===== config.mk =====
export PLATFORM = sky130hd
export DESIGN_NAME = vga_fb_scanout
export DESIGN_NICKNAME = d
export VERILOG_FILES = /design/src/rtl/vga_timing_pkg.sv /design/src/rtl/vga_sync_counter.sv /design/src/rtl/vga_fb_scanout.sv
export SDC_FILE = /design/constraint.sdc
export NUM_CORES = 1
export LEC_CHECK = 0
export CORE_MARGIN = 2
export CORE_UTILIZATION = 45
export CTS_CLUSTER_SIZE = 40
export DETAILED_ROUTE_END_ITERATION = 8
export GPL_ROUTABILITY_DRIVEN = 0
export GPL_TIMING_DRIVEN = 1
export PLACE_DENSITY = 0.72
export SLEW_MARGIN = 20
export SYNTH_ARGS = -nofsm -noshare
export SYNTH_HDL_FRONTEND = slang
export SYNTH_SLANG_ARGS = --single-unit

===== constraint.sdc =====
create_clock -name clock -period 6.2 [get_ports clock]
set_clock_uncertainty 0.1 [all_clocks]
set_input_delay 0.93 -clock clock [delete_from_list [all_inputs] [get_ports clock]]
set_output_delay 0.93 -clock clock [all_outputs]
set_load 0.01 [all_outputs]

===== src/rtl/vga_timing_pkg.sv =====
// 640x480@60 timing constants and framebuffer geometry shared by the scanout and the game writer.
package vga_timing_pkg;

    localparam logic [9:0] H_VISIBLE = 10'd640;
    localparam logic [9:0] H_FP      = 10'd16;
    localparam logic [9:0] H_SYNC    = 10'd96;
    localparam logic [9:0] H_BP      = 10'd48;
    localparam logic [9:0] H_TOTAL   = H_VISIBLE + H_FP + H_SYNC + H_BP;

    localparam logic [9:0] V_VISIBLE = 10'd480;
    localparam logic [9:0] V_FP      = 10'd10;
    localparam logic [9:0] V_SYNC    = 10'd2;
    localparam logic [9:0] V_BP      = 10'd33;
    localparam logic [9:0] V_TOTAL   = V_VISIBLE + V_FP + V_SYNC + V_BP;

    localparam logic [9:0] HS_START  = H_VISIBLE + H_FP;
    localparam logic [9:0] HS_END    = HS_START + H_SYNC - 10'd1;
    localparam logic [9:0] VS_START  = V_VISIBLE + V_FP;
    localparam logic [9:0] VS_END    = VS_START + V_SYNC - 10'd1;

    localparam int unsigned FB_WIDTH    = 160;
    localparam int unsigned FB_HEIGHT   = 120;
    localparam int unsigned SCALE_SHIFT = 2;
    localparam int unsigned FB_ADDR_W   = 15;

    localparam int unsigned COLOR_R = 2;
    localparam int unsigned COLOR_G = 1;
    localparam int unsigned COLOR_B = 0;

    // Row stride of 160 done as 128 + 32 so no multiplier is needed.
    function automatic logic [FB_ADDR_W-1:0] fb_addr(input logic [9:0] h, input logic [9:0] v);
        logic [FB_ADDR_W-1:0] row;
        logic [FB_ADDR_W-1:0] col;
        row = FB_ADDR_W'(v >> SCALE_SHIFT);
        col = FB_ADDR_W'(h >> SCALE_SHIFT);
        return (row << 7) + (row << 5) + col;
    endfunction

endpackage


===== src/rtl/vga_sync_counter.sv =====
// Pixel-clock divider, h/v raster counters, sync/visible decode and the frame tick.
module vga_sync_counter
    import vga_timing_pkg::*;
(
    input  logic       clock,
    input  logic       resetn,
    output logic       clk_div,
    output logic       pix_en,
    output logic [9:0] h_cnt,
    output logic [9:0] v_cnt,
    output logic       vis,
    output logic       hs_n,
    output logic       vs_n,
    output logic       frame_start
);

    always_ff @(posedge clock) begin
        if (!resetn) begin
            clk_div <= 1'b0;
            h_cnt   <= '0;
            v_cnt   <= '0;
        end else begin
            clk_div <= ~clk_div;
            if (pix_en) begin
                if (h_cnt == H_TOTAL - 10'd1) begin
                    h_cnt <= '0;
                    v_cnt <= (v_cnt == V_TOTAL - 10'd1) ? 10'd0 : v_cnt + 10'd1;
                end else begin
                    h_cnt <= h_cnt + 10'd1;
                end
            end
        end
    end

    always_comb begin
        pix_en      = clk_div;
        vis         = (h_cnt < H_VISIBLE) && (v_cnt < V_VISIBLE);
        hs_n        = !((h_cnt >= HS_START) && (h_cnt <= HS_END));
        vs_n        = !((v_cnt >= VS_START) && (v_cnt <= VS_END));
        // Gated with resetn so the tick can never leak out while held in reset.
        frame_start = resetn && pix_en && (h_cnt == 10'd0) && (v_cnt == 10'd0);
    end

endmodule


===== src/rtl/vga_fb_scanout.sv =====
// Framebuffer read side: 2-stage address/colour pipeline with 4x4 upscale onto the DE1 VGA pins.
module vga_fb_scanout
    import vga_timing_pkg::*;
(
    input  logic        clock,
    input  logic        resetn,
    output logic [14:0] rd_addr,
    input  logic [2:0]  rd_data,
    output logic        frame_start,
    output logic        VGA_CLK,
    output logic        VGA_HS,
    output logic        VGA_VS,
    output logic        VGA_BLANK_N,
    output logic        VGA_SYNC_N,
    output logic [9:0]  VGA_R,
    output logic [9:0]  VGA_G,
    output logic [9:0]  VGA_B
);

    logic       clk_div;
    logic       pix_en;
    logic [9:0] h_cnt;
    logic [9:0] v_cnt;
    logic       vis;
    logic       hs_n;
    logic       vs_n;
    logic       vis_s1;
    logic       hs_n_s1;
    logic       vs_n_s1;

    vga_sync_counter u_sync (
        .clock       (clock),
        .resetn      (resetn),
        .clk_div     (clk_div),
        .pix_en      (pix_en),
        .h_cnt       (h_cnt),
        .v_cnt       (v_cnt),
        .vis         (vis),
        .hs_n        (hs_n),
        .vs_n        (vs_n),
        .frame_start (frame_start)
    );

    // Stage 1 issues the RAM address; the RAM answers one clock later, which is
    // still before the next pix_en, so stage 2 samples rd_data directly.
    always_ff @(posedge clock) begin
        if (!resetn) begin
            rd_addr     <= '0;
            vis_s1      <= 1'b0;
            hs_n_s1     <= 1'b1;
            vs_n_s1     <= 1'b1;
            VGA_HS      <= 1'b1;
            VGA_VS      <= 1'b1;
            VGA_BLANK_N <= 1'b0;
            VGA_R       <= '0;
            VGA_G       <= '0;
            VGA_B       <= '0;
        end else if (pix_en) begin
            rd_addr     <= vis ? fb_addr(h_cnt, v_cnt) : '0;
            vis_s1      <= vis;
            hs_n_s1     <= hs_n;
            vs_n_s1     <= vs_n;
            VGA_HS      <= hs_n_s1;
            VGA_VS      <= vs_n_s1;
            VGA_BLANK_N <= vis_s1;
            VGA_R       <= {10{vis_s1 & rd_data[COLOR_R]}};
            VGA_G       <= {10{vis_s1 & rd_data[COLOR_G]}};
            VGA_B       <= {10{vis_s1 & rd_data[COLOR_B]}};
        end
    end

    assign VGA_CLK    = clk_div;
    assign VGA_SYNC_N = 1'b1;

endmodule

==> reports/metrics.csv, run 1 <==
stage,metric,value,unit
status,status,"finished, final reports clean",
layout,fin_util,55.8,%
drt,drtPass1Iterations,4,
sta,setup_viol,0,
clock_tree,post_cts_buffers,0,
setup_path,crit_path_top_delay_cell,clkdlybuf4s50_1,
synthesis,synth.top_cells.by_area,"dfxtp_1 (35%), ha_1 (9.6%), buf_4 (9.0%), a22o_1 (3.0%), nand3_1 (2.7%)",
pwr,p_total,600,µW
sta,period_share,66.2,%
clock_tree,clock-sinks,45,
layout,stdcell_area,3090,µm²
drt,drt_iter0_markers,85,
die,core,5540,µm²
sta,rsz0062_at_grt,false,
global_route,use_met2,26.0,%
sta,setup_tns,0,ps
synthesis,syn_nets,312,
die,start_util,46.8,%
clock_tree,clockBufferDepth,2,
global_route,met3_usage,3.73,%
global_route,grt-ovfl-total,0,
sta,slew_viol_final,0,
clock_tree,htreeDepth,2,
drt,viasPerCell,5.34,
clock_tree,insertion_delay,300,ps
placement,port_buffers,54,
pwr,vdd_drop_max,0.145,mV
layout,final_net_count,333,
global_route,antenna_found_initial,0,
synthesis,synthCells,285,
layout,final_common_cell,clkdlybuf4s50_1,
setup_path,critical_path_class,in -> out,
clock_tree,clk_pin_slew,90,ps
layout,drive_above_1_share,4.56,%
layout,diodes,0,
global_route,grt_max_degree,19,
min_path,hold_class,reg -> reg,
drt,ant_nets,0,
global_route,gr-usage-all-layers,16.8,%
synthesis,seq_area_frac_synth,34.7,%
synthesis,ys_seq_elements,45,
clock_tree,numCtsBuffers,5,
die,row_count,27,
die,die_height,79.9,µm
synthesis,synth_edf_count,0,
setup_path,crit_path_end_kind,primary output,
drt,drc,0,
synthesis,ys.flop_type,dfxtp_1,
setup_path,arrival,3080,ps
setup_path,cp_max_fo,18,
global_route,grt_util_met1,22.9,%
synthesis,yosysUniqueCellTypes,53,
die,dieArea,6390,µm²
drt,wirelength,5200,µm
setup_path,crit_family,buffers and inverters,
drt,avgRoutedWirePerCell,13.7,µm
setup_path,crit_path_start_kind,primary input,
placement,placed_area,2960,µm²
pwr,powerDensity,194,nW/µm²
sta,worst_pin_slew,636,ps
clock_tree,cts_tree,done,
synthesis,async_reset_ff_share,0,%
sta,finalHoldViolCount,0,
clock_tree,postCtsHoldBufs,0,
sta,final.min_clock_period,4110,ps
clock_tree,cts_resized,0,
setup_path,crit_buf_inv,2,
synthesis,synth_area,2590,µm²
synthesis,yosysTopAreaCell,dfxtp_1,
clock_tree,root_buffer,clkbuf_8,
die,die_w,79.9,µm
global_route,grt_pass1_wl,8510,µm
drt,num_vias,2022,
synthesis,synth_top_area_share,34.7,%
global_route,top_usage_layer,met2,
pwr,p_leak,1.22,nW
sta,maxSlewHeadroom,57.6,%
flow_run,maxCapViolCount,0,
setup_path,crit_chain,"clkdlybuf4s50_1, nand3b_1, or3_1, nor3_1, clkdlybuf4s50_1",
placement,dp_hpwl,3700,µm
layout,final_cells,379,
sta,max_freq,244,MHz
synthesis,synth_area_per_cell,9.11,µm²
setup_path,crit_required,5170,ps
placement,dpl.cell_count,371,
setup_path,timing.critical_path.mode_cell,clkdlybuf4s50_1,
layout,area_delta_synth_final,19.2,%
global_route,grt_pass1_vias,1776,
synthesis,ys_warn_count,0,
setup_path,max_stage_delay,850,ps
die,ioPinCount,56,
layout,final_cell_mix,"clkdlybuf4s50_1 (54), dfxtp_1 (45), ha_1 (20)",
[report_power, final]
group	internal, mW	total (mW)	switching (mW)	leakage (nW)
registers	0.292	0.295	0.00353	0.364
clock network	0.162	0.267	0.105	0.0687
logic	0.0192	0.0379	0.0187	0.790
[worst paths after layout]
kind                                     start                  endpoint  slack, ps  depth (start not counted)
setup / recovery                        resetn               frame_start       2100                          5
hold / removal            vs_n_s1$_SDFFE_PN1P_      vs_n_s1$_SDFFE_PN1P_        360                          2
setup reg to reg  u_sync.h_cnt[9]$_SDFFE_PN0P_  rd_addr[13]$_SDFFE_PN0P_       3070                          8
hold reg to reg           vs_n_s1$_SDFFE_PN1P_      vs_n_s1$_SDFFE_PN1P_        360                          2
[synth_stat cells (all sizes together), types with 2 or more instances]
master and n:
a211oi 2, a21boi 6, a21o 3, a21oi 11
a22o 9, a32o 4, and2 3, and3 2
and4 3, buf 35, clkbuf 7, dfxtp 45
fa 2, ha 20, inv 13, mux2i 5
nand2 16, nand2b 3, nand3 14, nand3b 2
nand4 6, nor2 10, nor2b 5, nor3 7
nor4 2, nor4b 2, o21ai 10, o31ai 4
or2 2, or3 5, or4 4, xnor2 6
xor2 3
[cells by family (layout without fill, tap and decap cells)]
family | count (synthesis) | count (layout) | synth area share [%]
compound gates | 58 | 58 | 15.9
other cells | 1 | 1 | 0.145
simple gates | 90 | 90 | 20.3
buf+inv | 55 | 77 | 12.8
flops | 45 | 45 | 34.7
mux | 5 | 5 | 1.93
xor+xnor | 9 | 9 | 3.04
fa+ha+maj | 22 | 22 | 11.2
[registers in the layout (all words and copies together) (netlist names)]
register        flops
VGA_G               1
VGA_VS              1
vis_s1              1
hs_n_s1             1
u_sync.v_cnt       10
vs_n_s1             1
VGA_BLANK_N         1
u_sync.h_cnt       10
VGA_R               1
rd_addr            15
u_sync.clk_div      1
VGA_HS              1
VGA_B               1
[per-layer routing]
layer | up-vias | routed length, µm
li1 | 1036 | -
met1 | 925 | 2550
met2 | 56 | 2340
met3 | 5 | 251
met4 | 0 | 55
met5 | - | 0
[final cells by class]
| cell class | instances | area [µm²] |
|---|---|---|
| Clock buffer | 5 | 68.8 |
| Clock inverter | 3 | 68.8 |
| Fill cell | 519 | 2450 |
| Inverter | 13 | 48.8 |
| Multi-Input combinational cell | 185 | 1360 |
| Sequential cell | 45 | 901 |
| Tap cell | 72 | 90.1 |
| Timing Repair Buffer | 56 | 556 |
[tightest hold or removal path, delay by kind of cell (launching register included)]
family,cells,cell delay (ps)
buffers and inverters,1,50
flip-flops,1,320
AO/OA/AOI/OAI,1,50
[stage by stage]
stage,hold slack [ps],setup slack (ps)
after floorplan,325,3480
after global placement,340,2100
after detailed placement,349,2120
after CTS,363,2100
after global routing,379,1960
final,359,2100
Power figures use the tool's default switching activity.
==> run 2, diff against run 1 <==
==> constraint.sdc (replaced) <==
create_clock -name clock -period 4.29 [get_ports clock]
set_clock_uncertainty 0.1 [all_clocks]
set_input_delay 0.6435 -clock clock [delete_from_list [all_inputs] [get_ports clock]]
set_output_delay 0.6435 -clock clock [all_outputs]
set_load 0.01 [all_outputs]
==> reports/metrics.csv, run 2 (synthesis results as in run 1) <==
stage,metric,value,unit
status,status,"finished, final reports clean",
layout,diodes,0,
sta,finalHoldViolCount,0,
layout,multi_input_area,1360,µm²
sta,slew_viol_final,0,
layout,top_regs,"rd_addr: 15 flops, u_sync.h_cnt: 10 flops, u_sync.v_cnt: 10 flops",
setup_path,max_stage_delay,590,ps
clock_tree,clk_pin_slew,90,ps
clock_tree,postCtsHoldBufs,0,
drt,drt_iter0_markers,107,
global_route,top_usage_layer,met2,
layout,fillerInstances,500,
drt,drtPass1Iterations,4,
sta,holdWs,355,ps
sta,max_freq,320,MHz
layout,final_cells,380,
clock_tree,htreeDepth,2,
drt,drc,0,
global_route,grt-ovfl-total,0,
global_route,antenna_found_initial,0,
drt,ant_nets,0,
layout,largest_reg_flops,15,
die,start_util,46.8,%
die,die_w,79.9,µm
placement,dp_worst_setup_slack,1190,ps
clock_tree,cts_tree,done,
pwr,powerDensity,245,nW/µm²
die,row_count,27,
die,dieArea,6390,µm²
die,ioPinCount,56,
pwr,vdd_drop_max,0.145,mV
setup_path,arrival,2380,ps
sta,setup_viol,0,
clock_tree,clockBufferDepth,2,
setup_path,timing.critical_path.mode_cell,clkdlybuf4s50_1,
setup_path,cp_max_fo,2,
sta,rsz0062_at_grt,false,
layout,area_delta_synth_final,17.7,%
setup_path,crit_path_start_kind,primary input,
global_route,use_met2,25.3,%
sta,setup_tns,0,ps
drt,viasPerCell,5.46,
layout,largest_register,rd_addr,
sta,worst_pin_slew,681,ps
setup_path,critical_path_class,in -> out,
drt,avgRoutedWirePerCell,13.3,µm
die,core,5540,µm²
sta,final.min_clock_period,3130,ps
global_route,grt_max_degree,19,
drt,wirelength,5060,µm
sta,setup_slack,1160,ps
setup_path,crit_path_top_delay_cell,clkdlybuf4s50_1,
pwr,p_total,749,µW
global_route,grt_pass1_vias,1728,
placement,dp_hpwl,3760,µm
die,die_height,79.9,µm
layout,seqCellArea,901,µm²
clock_tree,cts_resized,0,
global_route,grt_util_met1,22.5,%
layout,stdcell_area,3060,µm²
clock_tree,post_cts_buffers,0,
layout,final_cell_mix,"clkdlybuf4s50_1 (54), dfxtp_1 (45), ha_1 (20)",
sta,maxSlewHeadroom,54.6,%
global_route,grt_pass1_wl,8370,µm
clock_tree,root_buffer,clkbuf_8,
clock_tree,numCtsBuffers,5,
placement,dpl.cell_count,372,
flow_run,maxCapViolCount,0,
pwr,p_leak,1.21,nW
clock_tree,insertion_delay,300,ps
placement,port_buffers,54,
layout,fin_util,55.1,%
clock_tree,clock-sinks,45,
drt,num_vias,2075,
placement,placed_area,2960,µm²
layout,final_net_count,334,
layout,drive_above_1_share,4.87,%
setup_path,crit_path_end_kind,primary output,
layout,final_common_cell,clkdlybuf4s50_1,
setup_path,crit_required,3550,ps
setup_path,crit_chain,"clkdlybuf4s50_1, nand3b_1, or3_1, nor3_1, clkdlybuf4s50_1",
global_route,gr-usage-all-layers,16.7,%
global_route,met3_usage,3.85,%
sta,period_share,72.9,%
min_path,hold_class,reg -> reg,
==> run 2: cell count changes in the layout (fill, tap and decap cells not counted), sizes merged <==
cell    previous run  this run
buf                2         3
bufinv             2         0
clkinv             0         3
inv               14        13
==> run 2: final timing paths <==
path | slack [ps] | from | depth (start not counted) | to
setup / recovery | 1160 | resetn | 5 | frame_start
hold / removal | 350 | vs_n_s1$_SDFFE_PN1P_ | 2 | vs_n_s1$_SDFFE_PN1P_
setup reg to reg | 1320 | u_sync.h_cnt[9]$_SDFFE_PN0P_ | 8 | rd_addr[13]$_SDFFE_PN0P_
hold reg to reg | 350 | vs_n_s1$_SDFFE_PN1P_ | 2 | vs_n_s1$_SDFFE_PN1P_
==> run 2: layer usage <==
layer,wire [µm],share of wire (%),vias up
li1,-,-,1042
met3,302,6.0,8
met5,0,0,-
met1,2430,48,955
met2,2230,44,70
met4,97,1.9,0
==> run 2: area by class of cell <==
class,count,share of cell area [%]
multi-input combinational,185,44.6
sequential,45,29.5
timing repair buffer,57,18.4
tap,72,2.95
clock buffer,5,2.25
inverter,13,1.60
clock inverter,3,0.737
==> run 2: critical path: cells and delay by family <==
family	cells	cell delay, ps
simple gates	3	650
buf+inv	2	1080
==> run 2: where the power goes <==
group | leakage [nW] | total [mW] | internal [mW] | switching, mW
clock | 0.0481 | 0.266 | 0.116 | 0.151
combinational | 0.795 | 0.0555 | 0.0284 | 0.0271
sequential | 0.364 | 0.427 | 0.421 | 0.00544
==> run 3, diff against run 2 <==
==> constraint.sdc (replaced) <==
create_clock -name clock -period 2.9 [get_ports clock]
set_clock_uncertainty 0.1 [all_clocks]
set_input_delay 0.435 -clock clock [delete_from_list [all_inputs] [get_ports clock]]
set_output_delay 0.435 -clock clock [all_outputs]
set_load 0.01 [all_outputs]
==> reports/metrics.csv, run 3 (synthesis results as in run 1) <==
stage,metric,value,unit
pwr,internal-power,948,µW
pwr,p_clk_share,40.6,%
pwr,p_leak,1.23,nW
global_route,antenna_found_initial,0,
layout,area_delta_synth_final,19.8,%
pwr,power_switching,255,µW
placement,dp_hpwl,3710,µm
status,status,"finished, final reports clean",
layout,diodes,0,
clock_tree,root_buffer,clkbuf_8,
pwr,p_comb_share,7.0,%
drt,wirelength,5190,µm
sta,slew_viol_final,0,
global_route,gr-usage-all-layers,16.7,%
drt,viasPerCell,5.46,
placement,dp_worst_setup_slack,80.2,ps
sta,period_share,94.1,%
layout,fillerInstances,515,
global_route,grt_pass1_vias,1819,
drt,num_vias,2091,
clock_tree,numCtsBuffers,5,
setup_path,crit_family,adder cells,
layout,stdcell_area,3110,µm²
flow_run,maxCapViolCount,0,
sta,setup_viol,0,
setup_path,crit_required,2990,ps
layout,final_common_cell,clkdlybuf4s50_1,
setup_path,critical_path_class,reg -> reg,
pwr,powerDensity,387,nW/µm²
setup_path,crit_path_start_kind,register,
sta,maxSlewHeadroom,57.2,%
layout,largest_reg_flops,15,
sta,setup_slack,170,ps
drt,ant_nets,0,
clock_tree,clockBufferDepth,2,
die,die_w,79.9,µm
layout,drive_above_1_share,6.11,%
layout,multi_input_area,1370,µm²
drt,avgRoutedWirePerCell,13.6,µm
pwr,swShare,21.2,%
setup_path,cp_max_fo,7,
clock_tree,htreeDepth,2,
sta,finalHoldViolCount,0,
die,core,5540,µm²
setup_path,arrival,2810,ps
die,start_util,46.8,%
drt,drc,0,
die,dieArea,6390,µm²
setup_path,crit_chain,"inv_1, fa_1, inv_1, ha_1, a211oi_2, nor3_1, or4_1, a32o_1",
clock_tree,cts_tree,done,
sta,max_freq,366,MHz
setup_path,crit_path_top_delay_cell,fa_1,
sta,final.min_clock_period,2730,ps
placement,dpl.cell_count,375,
setup_path,crit_buf_inv,2,
setup_path,max_stage_delay,530,ps
pwr,vdd_drop_max,0.200,mV
placement,placed_area,2990,µm²
layout,final_net_count,337,
placement,port_buffers,54,
clock_tree,post_cts_buffers,0,
layout,seqCellArea,902,µm²
layout,largest_register,rd_addr,
global_route,grt-ovfl-total,0,
sta,rsz0062_at_grt,false,
pwr,p_total,1.20,mW
global_route,grt_pass1_wl,8490,µm
die,die_height,79.9,µm
clock_tree,clk_pin_slew,80,ps
drt,drt_iter0_markers,116,
die,row_count,27,
setup_path,timing.critical_path.mode_cell,inv_1,
clock_tree,insertion_delay,300,ps
min_path,hold_class,reg -> reg,
drt,drtPass1Iterations,5,
sta,worst_pin_slew,637,ps
die,ioPinCount,56,
sta,setup_tns,0,ps
pwr,p_seq_share,52.4,%
layout,final_cell_mix,"clkdlybuf4s50_1 (54), dfxtp_1 (44), ha_1 (20)",
layout,top_regs,"rd_addr: 15 flops, u_sync.h_cnt: 10 flops, u_sync.v_cnt: 10 flops",
global_route,grt_max_degree,19,
setup_path,crit_path_end_kind,register,
clock_tree,clock-sinks,45,
layout,final_cells,383,
[run 3: cell types whose count changed in the layout (fill, tap and decap cells not counted)]
cell and change:
clkinv_2 -1, clkinv_4 -2, clkbuf_1 +1, bufinv_16 +1
buf_4 +3, dfxtp_2 +1, dfxtp_1 -1, a211oi_1 -1
clkbuf_8 +1, a211oi_2 +1
[run 3: stage by stage]
step / hold slack [ps] / util, %
2_1_floorplan: 325 / -
3_3_place_gp: 341 / 53.9
3_5_place_dp: 341 / 53.9
4_1_cts: 353 / 56.0
5_1_grt: 406 / 56.1
6_report: 356 / 56.1
[run 3: area by class of cell]
type	instances	share of cell area (%)
Sequential cell	45	29.0
Clock buffer	7	2.78
Tap cell	72	2.90
Clock inverter	1	0.966
Multi-Input combinational cell	185	43.9
Timing Repair Buffer	60	18.8
Inverter	13	1.57
[run 3: power by group through the flow]
stage / Sequential, mW / Clock [mW] / Combinational [mW]
floorplan: 0.646 / 0 / 0.0539
global placement: 0.645 / 0 / 0.0850
detailed placement: 0.645 / 0 / 0.0853
CTS: 0.631 / 0.499 / 0.0854
global route: 0.633 / 0.526 / 0.0912
finish: 0.631 / 0.488 / 0.0841
[run 3: path summary, 6_finish.rpt]
kind                                     start                  endpoint  depth (start not counted)  slack (ps)
hold reg to reg           vs_n_s1$_SDFFE_PN1P_      vs_n_s1$_SDFFE_PN1P_                          2         360
setup reg to reg  u_sync.v_cnt[4]$_SDFFE_PN0P_  rd_addr[13]$_SDFFE_PN0P_                          8         170
hold / removal            vs_n_s1$_SDFFE_PN1P_      vs_n_s1$_SDFFE_PN1P_                          2         360
setup / recovery  u_sync.v_cnt[4]$_SDFFE_PN0P_  rd_addr[13]$_SDFFE_PN0P_                          8         170
[run 3: routing by layer]
layer  global-route usage, %  vias up  wire [µm]  share of wire, %
met3                    3.96        6        289               5.6
met1                    22.4      970       2490                48
met5                       0        -          0                 0
li1                        -     1049          -                 -
met2                    26.7       66       2370                46
met4                    4.92        0         48              0.92
[run 3: worst reg2reg max path, stage by stage (launching register included)]
cell	delay [ps]
dfxtp_1	450
inv_1	90
fa_1	530
inv_1	60
ha_1	320
a211oi_2	240
nor3_1	110
or4_1	470
a32o_1	260
[run 3: timing repair]
item                                    CTS  global route
resized for setup                         0             2
hold buffers                              0             0
endpoints found under the setup margin    0             1
endpoints found under the hold margin     0             0
